File: src/rtl/uart_tx_frame_engine.sv
// UART transmit frame engine: start bit, LSB-first payload, optional parity, stop bit.
// Ports: tx_clk/rst (async high), prescale, par_en, par_typ, p_data, data_valid -> tx_out, busy, frame_done.
module uart_tx_frame_engine #(
  parameter int data_width         = 8,
  parameter int prescale_width     = 6,
  parameter int edge_counter_width = 6
) (
  input  logic                      tx_clk,
  input  logic                      rst,
  input  logic [prescale_width-1:0] prescale,
  input  logic                      par_en,
  input  logic                      par_typ,
  input  logic [data_width-1:0]     p_data,
  input  logic                      data_valid,
  output logic                      tx_out,
  output logic                      busy,
  output logic                      frame_done
);

  localparam int EW = edge_counter_width;
  localparam int BW = (data_width > 1) ? $clog2(data_width) : 1;

  typedef enum logic [2:0] {
    IDLE,
    START,
    DATA,
    PARITY,
    STOP
  } state_t;

  state_t r_state;
  state_t w_state_nxt;

  logic [EW-1:0]             r_edge_cnt;
  logic [EW-1:0]             w_edge_nxt;
  logic [EW-1:0]             w_edge_last;
  logic [BW-1:0]             r_bit_cnt;
  logic [BW-1:0]             w_bit_nxt;
  logic [data_width-1:0]     r_data;
  logic [prescale_width-1:0] r_prescale;
  logic                      r_par_en;
  logic                      r_par_typ;
  logic                      r_tx;
  logic                      r_busy;
  logic                      w_bit_done;
  logic                      w_last_bit;
  logic                      w_accept;
  logic                      w_tx_nxt;

  // A latched prescale of zero behaves as one cycle per bit.
  assign w_edge_last = (r_prescale == '0) ? '0
                     : EW'(r_prescale) - EW'(1);
  assign w_bit_done  = (r_edge_cnt == w_edge_last);
  assign w_last_bit  = (r_bit_cnt == BW'(data_width - 1));

  // New words are taken only when idle or on the final stop cycle.
  assign w_accept = data_valid &&
                    ((r_state == IDLE) ||
                     ((r_state == STOP) && w_bit_done));

  always_comb begin
    w_state_nxt = r_state;
    unique case (r_state)
      IDLE: begin
        if (data_valid) w_state_nxt = START;
      end
      START: begin
        if (w_bit_done) w_state_nxt = DATA;
      end
      DATA: begin
        if (w_bit_done && w_last_bit)
          w_state_nxt = r_par_en ? PARITY : STOP;
      end
      PARITY: begin
        if (w_bit_done) w_state_nxt = STOP;
      end
      STOP: begin
        if (w_bit_done)
          w_state_nxt = data_valid ? START : IDLE;
      end
      default: w_state_nxt = IDLE;
    endcase
  end

  always_comb begin
    w_edge_nxt = r_edge_cnt + EW'(1);
    if ((r_state == IDLE) || w_bit_done)
      w_edge_nxt = '0;
  end

  always_comb begin
    w_bit_nxt = '0;
    if (r_state == DATA) begin
      if (!w_bit_done)
        w_bit_nxt = r_bit_cnt;
      else if (!w_last_bit)
        w_bit_nxt = r_bit_cnt + BW'(1);
    end
  end

  // tx_out is registered from next-state values so the line
  // level lines up with the state it belongs to.
  always_comb begin
    w_tx_nxt = 1'b1;
    unique case (w_state_nxt)
      IDLE:    w_tx_nxt = 1'b1;
      START:   w_tx_nxt = 1'b0;
      DATA:    w_tx_nxt = r_data[w_bit_nxt];
      PARITY:  w_tx_nxt = (^r_data) ^ r_par_typ;
      STOP:    w_tx_nxt = 1'b1;
      default: w_tx_nxt = 1'b1;
    endcase
  end

  always_ff @(posedge tx_clk or posedge rst) begin
    if (rst) begin
      r_state    <= IDLE;
      r_edge_cnt <= '0;
      r_bit_cnt  <= '0;
      r_tx       <= 1'b1;
      r_busy     <= 1'b0;
    end else begin
      r_state    <= w_state_nxt;
      r_edge_cnt <= w_edge_nxt;
      r_bit_cnt  <= w_bit_nxt;
      r_tx       <= w_tx_nxt;
      r_busy     <= (w_state_nxt != IDLE);
    end
  end

  always_ff @(posedge tx_clk or posedge rst) begin
    if (rst) begin
      r_data     <= '0;
      r_prescale <= '0;
      r_par_en   <= 1'b0;
      r_par_typ  <= 1'b0;
    end else if (w_accept) begin
      r_data     <= p_data;
      r_prescale <= prescale;
      r_par_en   <= par_en;
      r_par_typ  <= par_typ;
    end
  end

  assign tx_out     = r_tx;
  assign busy       = r_busy;
  assign frame_done = (r_state == STOP) && w_bit_done;

endmodule

File: config.mk
export PLATFORM = sky130hd
export DESIGN_NAME = uart_tx_frame_engine
export DESIGN_NICKNAME = d
export VERILOG_FILES = /design/src/rtl/uart_tx_frame_engine.sv
export SDC_FILE = /design/constraint.sdc
export NUM_CORES = 1
export LEC_CHECK = 0
export ABC_AREA = 1
export CORE_UTILIZATION = 35
export DETAILED_ROUTE_END_ITERATION = 16
export GPL_TIMING_DRIVEN = 1
export PLACE_DENSITY = 0.54
export SKIP_CTS_REPAIR_TIMING = 1
export SLEW_MARGIN = 20
export SYNTH_ARGS = -nofsm -noshare
export SYNTH_HDL_FRONTEND = slang
export SYNTH_SLANG_ARGS = --single-unit
export TNS_END_PERCENT = 50
File: constraint.sdc
create_clock -name tx_clk -period 2.7 [get_ports tx_clk]
set_clock_uncertainty 0.15 [all_clocks]
set_input_delay 0.405 -clock tx_clk [delete_from_list [all_inputs] [get_ports tx_clk]]
set_output_delay 0.405 -clock tx_clk [all_outputs]
set_load 0.03 [all_outputs]
==> results of run 1 <==
per-stage QoR:
step                setup WS, ns  cells
detailed placement        0.3167    324
finish                    0.1489    332
global route            0.009121    332
global placement          0.3472    324
floorplan                0.05529    236
CTS                      0.08629    332
power by group through the flow:
stage | combinational [mW] | clock, mW | sequential (mW)
after global routing | 0.0393 | 0.413 | 0.449
after global placement | 0.0367 | 0 | 0.458
final | 0.0355 | 0.371 | 0.450
after CTS | 0.0366 | 0.390 | 0.449
after floorplan | 0.00663 | 0 | 0.458
after detailed placement | 0.0364 | 0 | 0.458
cell usage after synthesis:
master and instances:
nand3b_1 1, dfrtp_1 29, xnor2_1 4, buf_6 1
a21oi_2 1, nor3_2 2, xor2_1 7, nand2_1 82
a31oi_1 1, inv_1 27, nand2_2 5, o21ai_1 2
nor2_2 2, buf_4 2, nand4_1 6, a21oi_4 1
nor3_1 3, nor2_1 14, nand3_1 18, dfstp_2 1
nor3b_1 2, o21ai_2 1, buf_2 1, inv_2 6
o21ai_0 5, ha_1 4, nand3_2 5, nor2_4 3
area by class of cell:
cell class,instances,area [um2]
fillers,511,2646
multi-input cells,169,914.6
flip-flops and latches,30,752.0
repair buffers,25,237.7
inverters,33,123.9
clock buffers,8,90.09
well taps,67,83.83
state kept, by name, indices dropped and copies added (netlist names):
register,cells
r_edge_cnt,6
r_par_en,1
tx_out,1
r_par_typ,1
r_data,8
r_prescale,6
busy,1
r_state,3
r_bit_cnt,3
metal layers:
| layer | global-route usage [%] | routed length (um) | up-vias |
|---|---|---|---|
| met5 | 0 | 0 | - |
| met4 | 5.769 | 62 | 0 |
| met3 | 4.252 | 149 | 6 |
| met2 | 23.85 | 1517 | 26 |
| met1 | 21.85 | 1851 | 637 |
| li1 | - | - | 788 |
worst min-delay path by stage:
stage                         start       endpoint  slack, ns  cells after the start
after floorplan           r_par_typ      r_par_typ       0.32                      2
after global placement    r_par_typ      r_par_typ       0.35                      2
after detailed placement  r_par_typ      r_par_typ       0.36                      2
after CTS                       rst      r_data[5]       0.37                      3
after global routing      r_data[6]      r_data[6]       0.42                      2
final                           rst  r_prescale[2]       0.35                      3
cells by family after synthesis:
kind of cell               Yosys count  share of synthesized area, %
adders and majority gates            4                         2.778
buffers and inverters               37                         8.611
DFF                                 30                         41.74
AOI/OAI and AO/OA                   11                         4.167
xor gates and xnor gates            11                         5.347
and+or+nand+nor                    143                         37.36
worst min-delay path, cell delays in order:
cell,delay [ns]
clkdlybuf4s50_1,0.39
inv_1,0.05
buf_4,0.35
==> key figures, run 1 <==
Run status
  • Status: completed

Power
  • Leak: ~1.1 nW
  • Psw: between 0.15 and 0.2 mW
  • Clock share of power: around 43%
  • Sequential Power Share: between 50% and 60%
  • Peak VDD IR: ~250 uV
  • Comb pwr share: under 10%
  • Cell Pwr Density: about 390 nW/um2
  • Switching Fraction: roughly a fifth
  • Final total power: 0.8560 mW
  • Internal power: between 0.6 and 0.7 mW

Critical path
  • CP most frequent cell: nand2_2
  • CP bufs+invs: 2
  • Critical R2R Capture: tx_out
  • CP peak stage delay: between 0.3 and 0.4 ns
  • Worst path slowest cell: dfrtp_1
  • Critical Path End: frame_done
  • Crit path arrival time: around 2.0 ns
  • R2R Setup Slk: around 0.36 ns
  • Maximum fanout along the worst path: 7
  • Critical Path RT: 2.14 ns
  • Worst Setup SP: r_prescale[1]
  • Reg2Reg Depth: 18
  • Crit path launch type: flip-flop
  • Worst-path cell chain: inv_1, ha_4, xor2_1, nand3_1, nand2_1, nand2_2, nor2_4, nand2_2, nor3_1, buf_4
  • Crit-path leading delay family: simple AND/OR/NAND/NOR gates
  • R2r startpoint: r_prescale[1]
  • Crit path kind: flip-flop to output pin
  • Critical Path Stages: 10
  • CP Capture Type: output pin

Place
  • Final HPWL DP: about 2600 um
  • Port Buffer Count: 21
  • Routability cong.: 0.8195
  • Placed Area: 2092 um2

Synthesis
  • Sequential fraction of the synthesis area: between 40% and 50%
  • Synth warn: 0
  • Syn_nets: approximately 260
  • Synth top area cells: dfrtp_1 (40%), nand2_1 (17%), inv_1 (5.6%), nand3_1 (5.0%), xor2_1 (3.4%)
  • #FFs+latches synth: 30
  • Synth cell types: 28
  • Mapped Avg Cell Area: between 7 and 8 um2
  • Share of the synthesized area in the top cell type: roughly two fifths
  • Most area-hungry cell type in the Yosys netlist: dfrtp_1
  • Mapped Area: roughly 1800 um2
  • Cells after Synth: roughly 240

STA
  • Final Slew Violations: 0
  • Setup TNS: 0 ns
  • Fin. Hold Viols: 0
  • Setup violators final: 0
  • Slew headroom: about three fifths
  • Worst-Margin Slew: a little under 0.6 ns
  • Final min period: 2.551 ns
  • RSZ-0062 raised after global routing: false
  • Final Cycle Share: a little over nine tenths
  • Max Clk Rate: 392.0 MHz
  • Worst hold slack: approximately 0.35 ns

GRT
  • GRT Util Overall: about 16%
  • Vias in the first global route: 1395
  • Largest net degree at the start of global routing: 31
  • Initial antenna violation count: 0
  • First-pass GRT wire length: 6410 um
  • Gr ovfl total: 0

Floorplan
  • Core footprint: a little under 5000 um2
  • Die area: around 5400 um2
  • # rows: 25
  • Die Height: about 74 um
  • Die width: roughly 74 um
  • Number of I/O pins: 22
  • Initial Util: a little under two fifths

Layout
  • NumNets Final: between 200 and 300
  • Cell area after layout: roughly 2200 um2
  • N_diodes: 0
  • Fin util: around 45%
  • Most frequent cells in the layout: nand2_1 (82), dfrtp_1 (29), inv_1 (27)
  • Layout area overhead: 22.22%
  • Commonest non-fill, non-tap cell in the layout: nand2_1
  • Share of layout cells above drive strength 1: approximately 15%

Drt
  • Initial DRC count: 41
  • ANT nets after route: 0
  • Drt drc: 0
  • Via count: ~1500
  • Vias per cell: between 4 and 5
  • Wire per inst: approximately 11 um
  • Wirelength, routed: about 3600 um
  • DRT Pass-1 Iters: 4

CTS
  • Root Buffer: clkbuf_8
  • CTS buffer count: 5
  • CTS tree: built
  • Clock buffer depth: 2
  • H-tree depth: 2
  • Register clock-pin slew on the reported worst setup and hold paths: approximately 0.060 ns
  • CTS sink count: 30
  • Worst skew pair latency: around 0.28 ns

Run
  • MaxCap Viol Count: 0

Min path
  • Hold Path Class: primary input to async pin
No activity file was read; power rests on OpenSTA's default activity.
==> inputs of run 2 (changes only) <==
- SLEW_MARGIN: 20 -> not set
==> results of run 2 <==
The final DEF is identical to that of run 1; final timing and power are the same.
==> inputs of run 3 (changes only) <==
- CORE_ASPECT_RATIO: not set -> 1.5
==> key figures, run 3 (synthesized netlist as in run 1, its figures left out) <==
Run
  • MaxCap Viol Count: 0 (unchanged)

Layout
  • Fin util: 45.55% (+0.13 points)
  • Commonest non-fill, non-tap cell in the layout: nand2_1
  • NumNets Final: 287 (unchanged)
  • Share of layout cells above drive strength 1: 16.23% (+1.5 points)
  • Layout area overhead: 23.54%
  • Biggest register: r_data
  • N_diodes: 0 (unchanged)
  • Most frequent cells in the layout: nand2_1 (82), dfrtp_1 (28), inv_1 (27)
  • Regs by FF count: r_data x8, r_edge_cnt x6, r_prescale x6
  • Max reg flops: 8 (unchanged)
  • Final Non-Filler Cells: 331 (-0.30%)

Floorplan
  • Core footprint: 4887 um2 (+0.80%)
  • Initial Util: 36.87% (-0.29 points)
  • Die Height: 89.88 um (+22%)
  • # rows: 31 (+24%)
  • Die width: 60.58 um (-18%)
  • Die area: 5445 um2 (+0.10%)
  • Number of I/O pins: 22 (unchanged)

GRT
  • Initial antenna violation count: 0 (unchanged)
  • GRT Util Overall: 16.39% (+0.51 points)
  • Gr ovfl total: 0 (unchanged)
  • Vias in the first global route: 1577 (+13%)
  • Largest net degree at the start of global routing: 31 (unchanged)
  • First-pass GRT wire length: 6762 um (+5.5%)

STA
  • Slew headroom: 58.11% (-2.0 points)
  • Final min period: 2.550 ns (-0.001379 ns)
  • Worst hold slack: 0.3587 ns (+0.003807 ns)
  • Fin. Hold Viols: 0 (unchanged)
  • Worst-Margin Slew: 0.6250 ns (+0.03012 ns)
  • Setup TNS: 0 ns (unchanged)
  • Final Cycle Share: 94.43% (about the same)
  • Final Slew Violations: 0 (unchanged)
  • Setup violators final: 0 (unchanged)
  • RSZ-0062 raised after global routing: false
  • Max Clk Rate: 392.2 MHz (about the same)

Power
  • Sequential Power Share: 52.5% (about the same)
  • Leak: 1.128 nW (+0.28%)
  • Comb pwr share: 4.2% (about the same)
  • Peak VDD IR: 280.4 uV (+14%)
  • Final total power: 0.8568 mW (about the same)
  • Clock share of power: 43.3% (about the same)
  • Cell Pwr Density: 384.9 nW/um2 (-0.97%)
  • Internal power: 0.6784 mW (-0.33%)
  • Switching Fraction: 20.82% (+0.34 points)
  • Psw: 0.1784 mW (+1.8%)

Drt
  • Vias per cell: 4.659 (+6.2%)
  • Wire per inst: 11.79 um (+9.3%)
  • Initial DRC count: 32 (-22%)
  • DRT Pass-1 Iters: 4 (unchanged)
  • Drt drc: 0 (unchanged)
  • Wirelength, routed: 3902 um (+9.0%)
  • ANT nets after route: 0 (unchanged)
  • Via count: 1542 (+5.8%)

Critical path
  • Crit path arrival time: 1.99 ns (about the same)
  • Maximum fanout along the worst path: 11 (+4)
  • Critical Path RT: 2.14 ns (about the same)
  • Crit path launch type: flip-flop
  • Crit path kind: flip-flop to output pin
  • CP Capture Type: output pin

Run status
  • Status: completed

CTS
  • CTS buffer count: 5 (unchanged)
  • Register clock-pin slew on the reported worst setup and hold paths: 0.06 ns (about the same)
  • CTS tree: built
  • Clock buffer depth: 2 (unchanged)
  • H-tree depth: 2 (unchanged)
  • Root Buffer: clkbuf_8
  • CTS sink count: 30 (unchanged)
  • Worst skew pair latency: 0.27 ns (about the same)

Min path
  • Hold Path Class: primary input to async pin

Place
  • Placed Cells: 323 (-0.31%)
  • Port Buffer Count: 21 (unchanged)
  • Final HPWL DP: 2890 um (+9.8%)
  • Routability cong.: 0.8125 (-0.85%)
run 3: path summary, 6_finish.rpt:
kind                       slack (ns)  cells after the start    endpoint           from
max                              0.15                     13  frame_done  r_prescale[1]
min                              0.36                      3   r_data[1]            rst
max reg2reg                      0.35                     19      tx_out  r_prescale[1]
min reg2reg                      0.36                      2   r_par_typ      r_par_typ
max in group asynchronous        1.71                      3      tx_out            rst
min in group tx_clk              0.36                      2   r_par_typ      r_par_typ
run 3: power by group through the flow:
stage	Combinational [mW]	Clock, mW	Sequential (mW)
6_report	0.0360	0.371	0.450
5_1_grt	0.0400	0.399	0.449
4_1_cts	0.0372	0.387	0.449
3_5_place_dp	0.0371	0	0.458
3_3_place_gp	0.0369	0	0.458
2_1_floorplan	0.00663	0	0.458
run 3: cell type report:
type,instances,area [um2]
clock buffers,7,86.33
clock inverters,1,5.005
fillers,522,2661
inverters,33,123.9
multi-input cells,169,937.1
flip-flops and latches,30,753.2
well taps,66,82.58
repair buffers,25,237.7
run 3: critical path: stages (launching register included):
cell,delay [ns]
dfrtp_1,0.41
inv_1,0.12
ha_4,0.19
nand2_1,0.06
nand2_1,0.08
nand2_1,0.05
nand2_1,0.05
nand2_1,0.05
inv_1,0.06
nand2_2,0.06
nor2_4,0.12
nand2_4,0.12
nor3_2,0.15
buf_4,0.19
run 3: metrics by stage:
stage / area (um2) / setup WS (ns)
floorplan: 1802 / 0.05529
global placement: 2091 / 0.2613
detailed placement: 2091 / 0.2544
CTS: 2182 / -0.05173
global route: 2226 / 0.01047
finish: 2226 / 0.1503
run 3: per-layer routing:
metal	track usage (%)	vias up	share of wire, %
met5	0	-	0
met4	6.818	0	2.1
met3	3.022	6	2.2
met2	29.58	20	54
met1	17.72	729	41
li1	-	787	-
